===== src/rtl/sigma_pkg.sv =====
// sigma_pkg: shared types and helpers for the sigma_np windowed accumulator.
//   state_t    - window FSM state (IDLE, ACC)
//   out_width  - width of the accumulator and of the result bus (DW + LOG2N)
package sigma_pkg;

    typedef enum logic {
        IDLE = 1'b0,
        ACC  = 1'b1
    } state_t;

    // A window of 2**log2n samples of dw bits each sums into dw+log2n bits
    // without overflow, signed or unsigned.
    function automatic int out_width(input int dw, input int log2n);
        return dw + log2n;
    endfunction

endpackage


===== src/rtl/sigma_syn_edge.sv =====
// sigma_syn_edge: rising-edge detector for the window sync input.
//   clk      - clock, rising edge active
//   res      - asynchronous active-low reset
//   syn_in   - sync level input
//   syn_rise - high in the cycle where syn_in is high and was low on the
//              previous clock
// After reset the detector is disarmed until syn_in has been sampled low at
// least once, so a sync line that is already high when reset releases does
// not start a window; it has to fall and rise again.
module sigma_syn_edge (
    input  logic clk,
    input  logic res,
    input  logic syn_in,
    output logic syn_rise
);

    logic syn_q_reg;
    logic armed_reg;

    always_ff @(posedge clk or negedge res) begin
        if (!res) begin
            syn_q_reg <= 1'b0;
            armed_reg <= 1'b0;
        end else begin
            syn_q_reg <= syn_in;
            armed_reg <= armed_reg | ~syn_in;
        end
    end

    assign syn_rise = syn_in & ~syn_q_reg & armed_reg;

endmodule


===== src/rtl/sigma_np.sv =====
// sigma_np: sums (mode 0) or averages (mode 1) a window of N = 2**LOG2N
// valid samples, started by a rising edge of syn_in.
//   clk      - clock, rising edge active
//   res      - asynchronous active-low reset
//   data_in  - DW-bit sample, two's complement when SIGNED = 1
//   in_vld   - data_in valid this cycle
//   syn_in   - window sync; rising edge starts (or restarts) a window
//   mode     - 0 = sum, 1 = average (floor), sampled on the completing cycle
//   data_out - DW+LOG2N-bit result, held until the next completion
//   syn_out  - one-cycle pulse when data_out is updated
//   busy     - a window is in progress
//   abort    - one-cycle pulse when a window is restarted before completing
module sigma_np
    import sigma_pkg::*;
#(
    parameter int DW     = 8,
    parameter int LOG2N  = 4,
    parameter int SIGNED = 0,
    localparam int OW    = out_width(DW, LOG2N)
) (
    input  logic          clk,
    input  logic          res,
    input  logic [DW-1:0] data_in,
    input  logic          in_vld,
    input  logic          syn_in,
    input  logic          mode,
    output logic [OW-1:0] data_out,
    output logic          syn_out,
    output logic          busy,
    output logic          abort
);

    state_t           state_reg;
    logic [OW-1:0]    acc_reg;
    logic [LOG2N-1:0] cnt_reg;
    logic             syn_rise;
    logic [OW-1:0]    sample_ext;
    logic [OW-1:0]    sum_next;
    logic [OW-1:0]    avg_val;
    logic             complete;

    sigma_syn_edge u_syn_edge (
        .clk      (clk),
        .res      (res),
        .syn_in   (syn_in),
        .syn_rise (syn_rise)
    );

    // Extend the sample to accumulator width: replicate the sign bit for
    // two's complement input, zero-fill otherwise.
    assign sample_ext[DW-1:0] = data_in;
    for (genvar gi = 0; gi < LOG2N; gi++) begin : g_ext
        assign sample_ext[DW+gi] = (SIGNED != 0) ? data_in[DW-1] : 1'b0;
    end

    assign sum_next = acc_reg + sample_ext;

    // Arithmetic shift floors toward minus infinity for signed sums; the
    // shifted value is already sign/zero-extended to the full width.
    always_comb begin
        if (SIGNED != 0) begin
            avg_val = OW'($signed(sum_next) >>> LOG2N);
        end else begin
            avg_val = sum_next >> LOG2N;
        end
    end

    // cnt_reg all ones means N-1 samples already taken.
    assign complete = (state_reg == ACC) && in_vld && (&cnt_reg);

    always_ff @(posedge clk or negedge res) begin
        if (!res) begin
            state_reg <= IDLE;
            acc_reg   <= '0;
            cnt_reg   <= '0;
            data_out  <= '0;
            syn_out   <= 1'b0;
            abort     <= 1'b0;
        end else begin
            syn_out <= 1'b0;
            abort   <= 1'b0;
            if (state_reg == IDLE) begin
                // The edge cycle itself never contributes a sample.
                if (syn_rise) begin
                    state_reg <= ACC;
                    acc_reg   <= '0;
                    cnt_reg   <= '0;
                end
            end else begin
                if (complete) begin
                    data_out <= mode ? avg_val : sum_next;
                    syn_out  <= 1'b1;
                    acc_reg  <= '0;
                    cnt_reg  <= '0;
                    // A sync edge on the completing cycle opens the next
                    // window back-to-back instead of aborting.
                    if (!syn_rise) begin
                        state_reg <= IDLE;
                    end
                end else if (syn_rise) begin
                    acc_reg <= '0;
                    cnt_reg <= '0;
                    abort   <= 1'b1;
                end else if (in_vld) begin
                    acc_reg <= sum_next;
                    cnt_reg <= cnt_reg + LOG2N'(1);
                end
            end
        end
    end

    assign busy = (state_reg == ACC);

endmodule


===== config.mk =====
export PLATFORM = sky130hd
export DESIGN_NAME = sigma_np
export DESIGN_NICKNAME = d
export VERILOG_FILES = /design/src/rtl/sigma_pkg.sv /design/src/rtl/sigma_syn_edge.sv /design/src/rtl/sigma_np.sv
export SDC_FILE = /design/constraint.sdc
export NUM_CORES = 1
export LEC_CHECK = 0
export CAP_MARGIN = 30
export CORE_ASPECT_RATIO = 2
export CORE_MARGIN = 8
export CORE_UTILIZATION = 58
export CTS_CLUSTER_SIZE = 8
export DETAILED_ROUTE_END_ITERATION = 8
export PLACE_DENSITY_LB_ADDON = 0.08
export SETUP_SLACK_MARGIN = 0.1
export SYNTH_ARGS = -nofsm -noshare
export SYNTH_HDL_FRONTEND = slang
export SYNTH_SLANG_ARGS = --single-unit

===== constraint.sdc =====
create_clock -name clk -period 6.2 [get_ports clk]
set_clock_uncertainty 0.05 [all_clocks]
set_input_delay 1.55 -clock clk [delete_from_list [all_inputs] [get_ports clk]]
set_output_delay 1.55 -clock clk [all_outputs]
set_load 0.02 [all_outputs]

==> flow_summary.ini, run 1 <==
[power]
p_total_uw = 783
power.leakage_uw = 0.00103
p_per_area_nw_per_um2 = 343
irDropWorstVdd_mv = 0.252

[floorplanning]
dieArea_um2 = 5500
ios = 28
rows = 29
die_x_um = 56.6
die_height_um = 97.2
start_util_pct = 60.6
core-area_um2 = 3160

[detailed_routing]
drc = 0
drt_wl_total_mm = 4.69
vias_per_cell = 6.51
dr.pass1.iters = 5
postRouteAntennaNets = 0
drt_iter0_markers = 31
num_vias = 1570
wire_per_inst_um = 19.5

[clock_network]
cts_sinks = 33
root_buffer = clkbuf_8
cts_setup_buffers = 0
postCtsHoldBufs = 0
ctsResizeCount = 0
cts_tree = yes
clock_path_buffers = 2
worstSkewPairLatency_ns = 0.29
htree_num_levels = 2
cts_buffers = 5
path_clk_slew_ns = 0.07

[run]
drv_cap = 0

[placed_design]
port-buffer-count = 27
placed_area_um2 = 2180
hpwl_mm = 3.31
place_inst = 233
place.gp.congestion = 0.953

[setup_path]
cp.required_ns = 6.37
start_kind = primary input
regToRegSetupSlack_ns = 3.87
rr_endpoint = data_out[6]
cp_max_fo = 4
cp-end-kind = register
r2r-start = acc_reg[0]
critPathKind = in2reg
crit_arrival_ns = 3.79
ff2ff_path_depth = 7

[hold_path]
min-delay-start = data_out[0]
min_to = data_out[0]
hold_path_depth = 2
min_path_type = reg2reg

[timing]
relSlewSlack_pct = 31.4
final_hold_viol_count = 0
setup_viol = 0
drv_slew = 0
finalCritPeriodShare_pct = 58.3
period_minus_slack_ns = 3.62
finalSetupTns_ns = 0
fmax_mhz = 276
hold_slack_ns = 0.439
tightest_slew_ns = 1.02
rsz0062_at_grt = no

[global_route]
track_usage_pct = 17.3
grt_pass1_wl_mm = 7.76
grt_antenna_before_repair = 0
grt_pass1_vias = 1629
gr-total-overflow = 0
grt_start_max_net_pins = 34

[final_layout]
drive_gt1_share_pct = 11.4
n_antenna_cell = 0
nNetsFinal = 232
syn_to_final_growth_pct = 19.4
stdcell_area_um2 = 2280
instances_no_fill = 241
nFillCells = 241

[synthesis]
netlist_area_um2 = 1910
ys_ff_latch = 33
synth_edf_count = 0
synth_ff_type = dfrtp_1
yosysWarnings = 0
yosysUniqueCellTypes = 49
synthArstFlopShare_pct = 100
syn_avg_cell_area_um2 = 10.5
netlist_instances = 182
synth_nets = 205
ys_seq_area_share_pct = 43.2

[run_status]
status = finished clean
how the worst max path moves through the flow:
stage                        endpoint  slack [ns]  startpoint  cells past startpoint
after floorplan           data_out[6]        2.91  data_in[0]                      7
after global routing      data_out[6]        2.55  data_in[0]                      8
after CTS                 data_out[6]        2.59  data_in[0]                      8
after global placement    data_out[6]        2.37  data_in[0]                      8
after detailed placement  data_out[6]        2.33  data_in[0]                      8
final                     data_out[6]        2.58  data_in[0]                      8
per-stage QoR:
| stage | util [%] | setup slack [ns] |
|---|---|---|
| final | 72.3 | 2.58 |
| after global routing | 72.3 | 2.55 |
| after CTS | 72.3 | 2.59 |
| after detailed placement | 69.1 | 2.33 |
| after global placement | 69.1 | 2.37 |
| after floorplan | - | 2.91 |
synth_stat cells (all sizes together), types with 2 or more instances:
library cell | instances | area share [%]
nand4 | 4 | 2.1
a22o | 10 | 4.6
dfrtp | 33 | 43
ha | 9 | 5.9
a21oi | 13 | 3.6
a21o | 4 | 1.6
nor3b | 2 | 0.79
nor2 | 6 | 1.2
nand3b | 3 | 1.2
nand2 | 18 | 3.5
mux2 | 2 | 1.2
clkbuf | 3 | 0.59
o211ai | 3 | 1.2
o31ai | 5 | 2.5
inv | 6 | 1.2
and2 | 2 | 0.79
xnor2 | 5 | 2.3
mux2i | 6 | 3.1
and3 | 3 | 0.98
nand3 | 5 | 1.3
a22oi | 2 | 0.79
o21ai | 10 | 2.8
a211oi | 4 | 2.1
nand2b | 2 | 0.65
xor2 | 5 | 2.3
buf | 5 | 1.8
nor3 | 3 | 1.4
cells in the final DEF (no fill, tap or decap), types with 4 or more instances in the layout:
cell type        synthesis  routed
o21ai_0                  6       6
nor2_1                   6       6
clkbuf_8                 0       7
a21o_1                   4       4
xor2_1                   5       5
a22o_1                  10      10
nand3_1                  5       5
inv_1                    4       4
clkdlybuf4s50_1          0      27
dfrtp_1                 33      33
xnor2_1                  5       5
ha_1                     9       9
nand2_1                 18      18
a21oi_1                 12      12
mux2i_1                  6       6
power by group:
part | leakage [uW] | switching, uW | internal (uW)
registers | 0.000434 | 29.1 | 246
logic | 0.000539 | 197 | 131
clock network | 0.0000542 | 79.4 | 100
total | 0.00103 | 306 | 477
layout make-up:
type | count | area [um^2] | share of cell area [%]
Clock buffer | 7 | 96.3 | 4.22
Tap cell | 31 | 38.8 | 1.70
Timing Repair Buffer | 28 | 278 | 12.2
Sequential cell | 33 | 826 | 36.2
Multi-Input combinational cell | 135 | 1020 | 44.5
Clock inverter | 1 | 5.00 | 0.219
Inverter | 6 | 22.5 | 0.986
cell families after synthesis:
kind of cell             synth area share (%)
AND/OR/NAND/NOR                          14.9
flip-flops                               43.2
XOR/XNOR                                 4.58
adder cells (fa/ha/maj)                  6.94
multiplexers                             4.32
AO/OA/AOI/OAI                            22.5
buffers and inverters                    3.60
layer usage:
metal	GRT usage (%)	part of all wire (%)	wire, um
met5	0	0	0
met3	4.45	5.0	233
met4	10.8	3.6	170
met1	18.1	37	1750
met2	29.3	54	2540
critical path: stages:
cell and delay (ns):
clkdlybuf4s50_1 0.40, ha_1 0.25, fa_1 0.45, a211oi_2 0.32, o211ai_1 0.18, nand4_1 0.23
mux2_1 0.35, nand2_1 0.06
No activity file was read; power rests on OpenSTA's default activity.
==> run 2: changes to the inputs <==
--- a/config.mk
+++ b/config.mk
@@ -8,7 +8,7 @@
 export CAP_MARGIN = 30
 export CORE_ASPECT_RATIO = 2
 export CORE_MARGIN = 8
-export CORE_UTILIZATION = 58
+export CORE_UTILIZATION = 54
 export CTS_CLUSTER_SIZE = 8
 export DETAILED_ROUTE_END_ITERATION = 8
 export PLACE_DENSITY_LB_ADDON = 0.08
==> constraint.sdc (replaced) <==
create_clock -name clk -period 3.6 [get_ports clk]
set_clock_uncertainty 0.05 [all_clocks]
set_input_delay 0.9 -clock clk [delete_from_list [all_inputs] [get_ports clk]]
set_output_delay 0.9 -clock clk [all_outputs]
set_load 0.02 [all_outputs]
==> run 2 against run 1 <==
  * Clock-buffer cell count decreased by 1
  * Clock power increased by 59%
  * Critical path depth did not move
  * Non-clock buffer count grew 3
  * Largest cell class unchanged
==> flow_summary.ini, run 2 (same netlist as run 1, synthesis figures left out) <==
[setup_path]
rr_endpoint = data_out[6]
ff2ff_path_depth = 7
start_kind = primary input
cp.required_ns = 3.78
cp_max_fo = 4
regToRegSetupSlack_ns = 1.33
crit_arrival_ns = 3.09
cp-end-kind = register
critPathKind = in2reg
r2r-start = acc_reg[0]

[global_route]
gr-total-overflow = 0
grt_pass1_vias = 1611
track_usage_pct = 17.8
grt_antenna_before_repair = 0
grt_start_max_net_pins = 34
grt_pass1_wl_mm = 8.00

[power]
p_total_uw = 1330
power.leakage_uw = 0.00103
p_per_area_nw_per_um2 = 578
irDropWorstVdd_mv = 0.447

[detailed_routing]
postRouteAntennaNets = 0
top_layer = met4
dr.pass1.iters = 4
num_vias = 1534
wl_met1_mm = 1.80
drt_wl_total_mm = 4.77
wl_met3_um = 172
drc = 0
wl_met2_mm = 2.65
drt_iter0_markers = 31
vias_per_cell = 6.29
wire_per_inst_um = 19.6

[final_layout]
n_antenna_cell = 0
final_cell_mix = dfrtp_1, clkdlybuf4s50_1, nand2_1, a21oi_1, a22o_1
syn_to_final_growth_pct = 20.1
nNetsFinal = 235
final_common_cell = dfrtp_1
stdcell_area_um2 = 2300
drive_gt1_share_pct = 12.3

[timing]
finalSetupTns_ns = 0
setup_viol = 0
rsz0062_at_grt = no
tightest_slew_ns = 0.685
finalCritPeriodShare_pct = 80.9
fin_ws_ns = 0.689
period_minus_slack_ns = 2.91
hold_slack_ns = 0.422
relSlewSlack_pct = 54.2
drv_slew = 0
final_hold_viol_count = 0
fmax_mhz = 343

[floorplanning]
die_x_um = 58.1
dieArea_um2 = 5820
rows = 30
ios = 28
die_height_um = 100
start_util_pct = 56.6
core-area_um2 = 3380

[clock_network]
clock_path_buffers = 2
cts_setup_buffers = 0
postCtsHoldBufs = 0
cts_buffers = 5
htree_num_levels = 2
root_buffer = clkbuf_8
cts_sinks = 33
path_clk_slew_ns = 0.07
cts_tree = yes
worstSkewPairLatency_ns = 0.29
ctsResizeCount = 0

[placed_design]
placed_area_um2 = 2200
port-buffer-count = 27
hpwl_mm = 3.60
place_ws_ns = 0.396
place.gp.congestion = 0.922

[run_status]
status = finished clean

[hold_path]
hold_path_depth = 1
min_path_type = reg2reg
min_to = u_syn_edge.armed_reg
min-delay-start = u_syn_edge.armed_reg

[run]
drv_cap = 0
[run 2: per-stage QoR]
step	util (%)	cells
floorplan	-	182
global placement	65.1	236
detailed placement	65.1	236
CTS	67.7	243
global route	68.0	244
finish	68.0	244
[run 2: worst max-delay path, cell delays in order]
cell,delay (ns)
clkdlybuf4s50_1,0.40
ha_1,0.25
fa_1,0.45
a211oi_2,0.29
o211ai_1,0.18
nand4_1,0.22
mux2_1,0.34
nand2_1,0.06
[run 2: power breakdown]
group	switching [uW]	total, uW	internal [uW]
sequential	53.5	477	424
combinational	335	562	228
clock	136	287	151
[run 2: worst max-delay path by stage]
stage,startpoint,to,slack (ns),depth (start not counted)
4_1_cts,data_in[0],data_out[6],0.68,8
3_3_place_gp,data_in[0],data_out[6],0.42,8
5_1_grt,data_in[0],acc_reg[10],0.54,8
2_1_floorplan,data_in[0],data_out[6],0.96,7
6_report,data_in[0],data_out[6],0.69,8
3_5_place_dp,data_in[0],data_out[6],0.40,8
[run 2: final cells by class]
type | instances | area (um^2)
fillers | 288 | 1080
well taps | 32 | 40.0
flip-flops and latches | 33 | 826
clock inverters | 1 | 7.51
multi-input cells | 135 | 1020
inverters | 6 | 22.5
repair buffers | 31 | 300
clock buffers | 6 | 82.6
[run 2: layer usage]
layer / GRT usage [%] / up-vias
met5: 0 / -
met3: 3.85 / 11
met1: 18.7 / 758
li1: - / 730
met4: 8.56 / 0
met2: 32.0 / 35
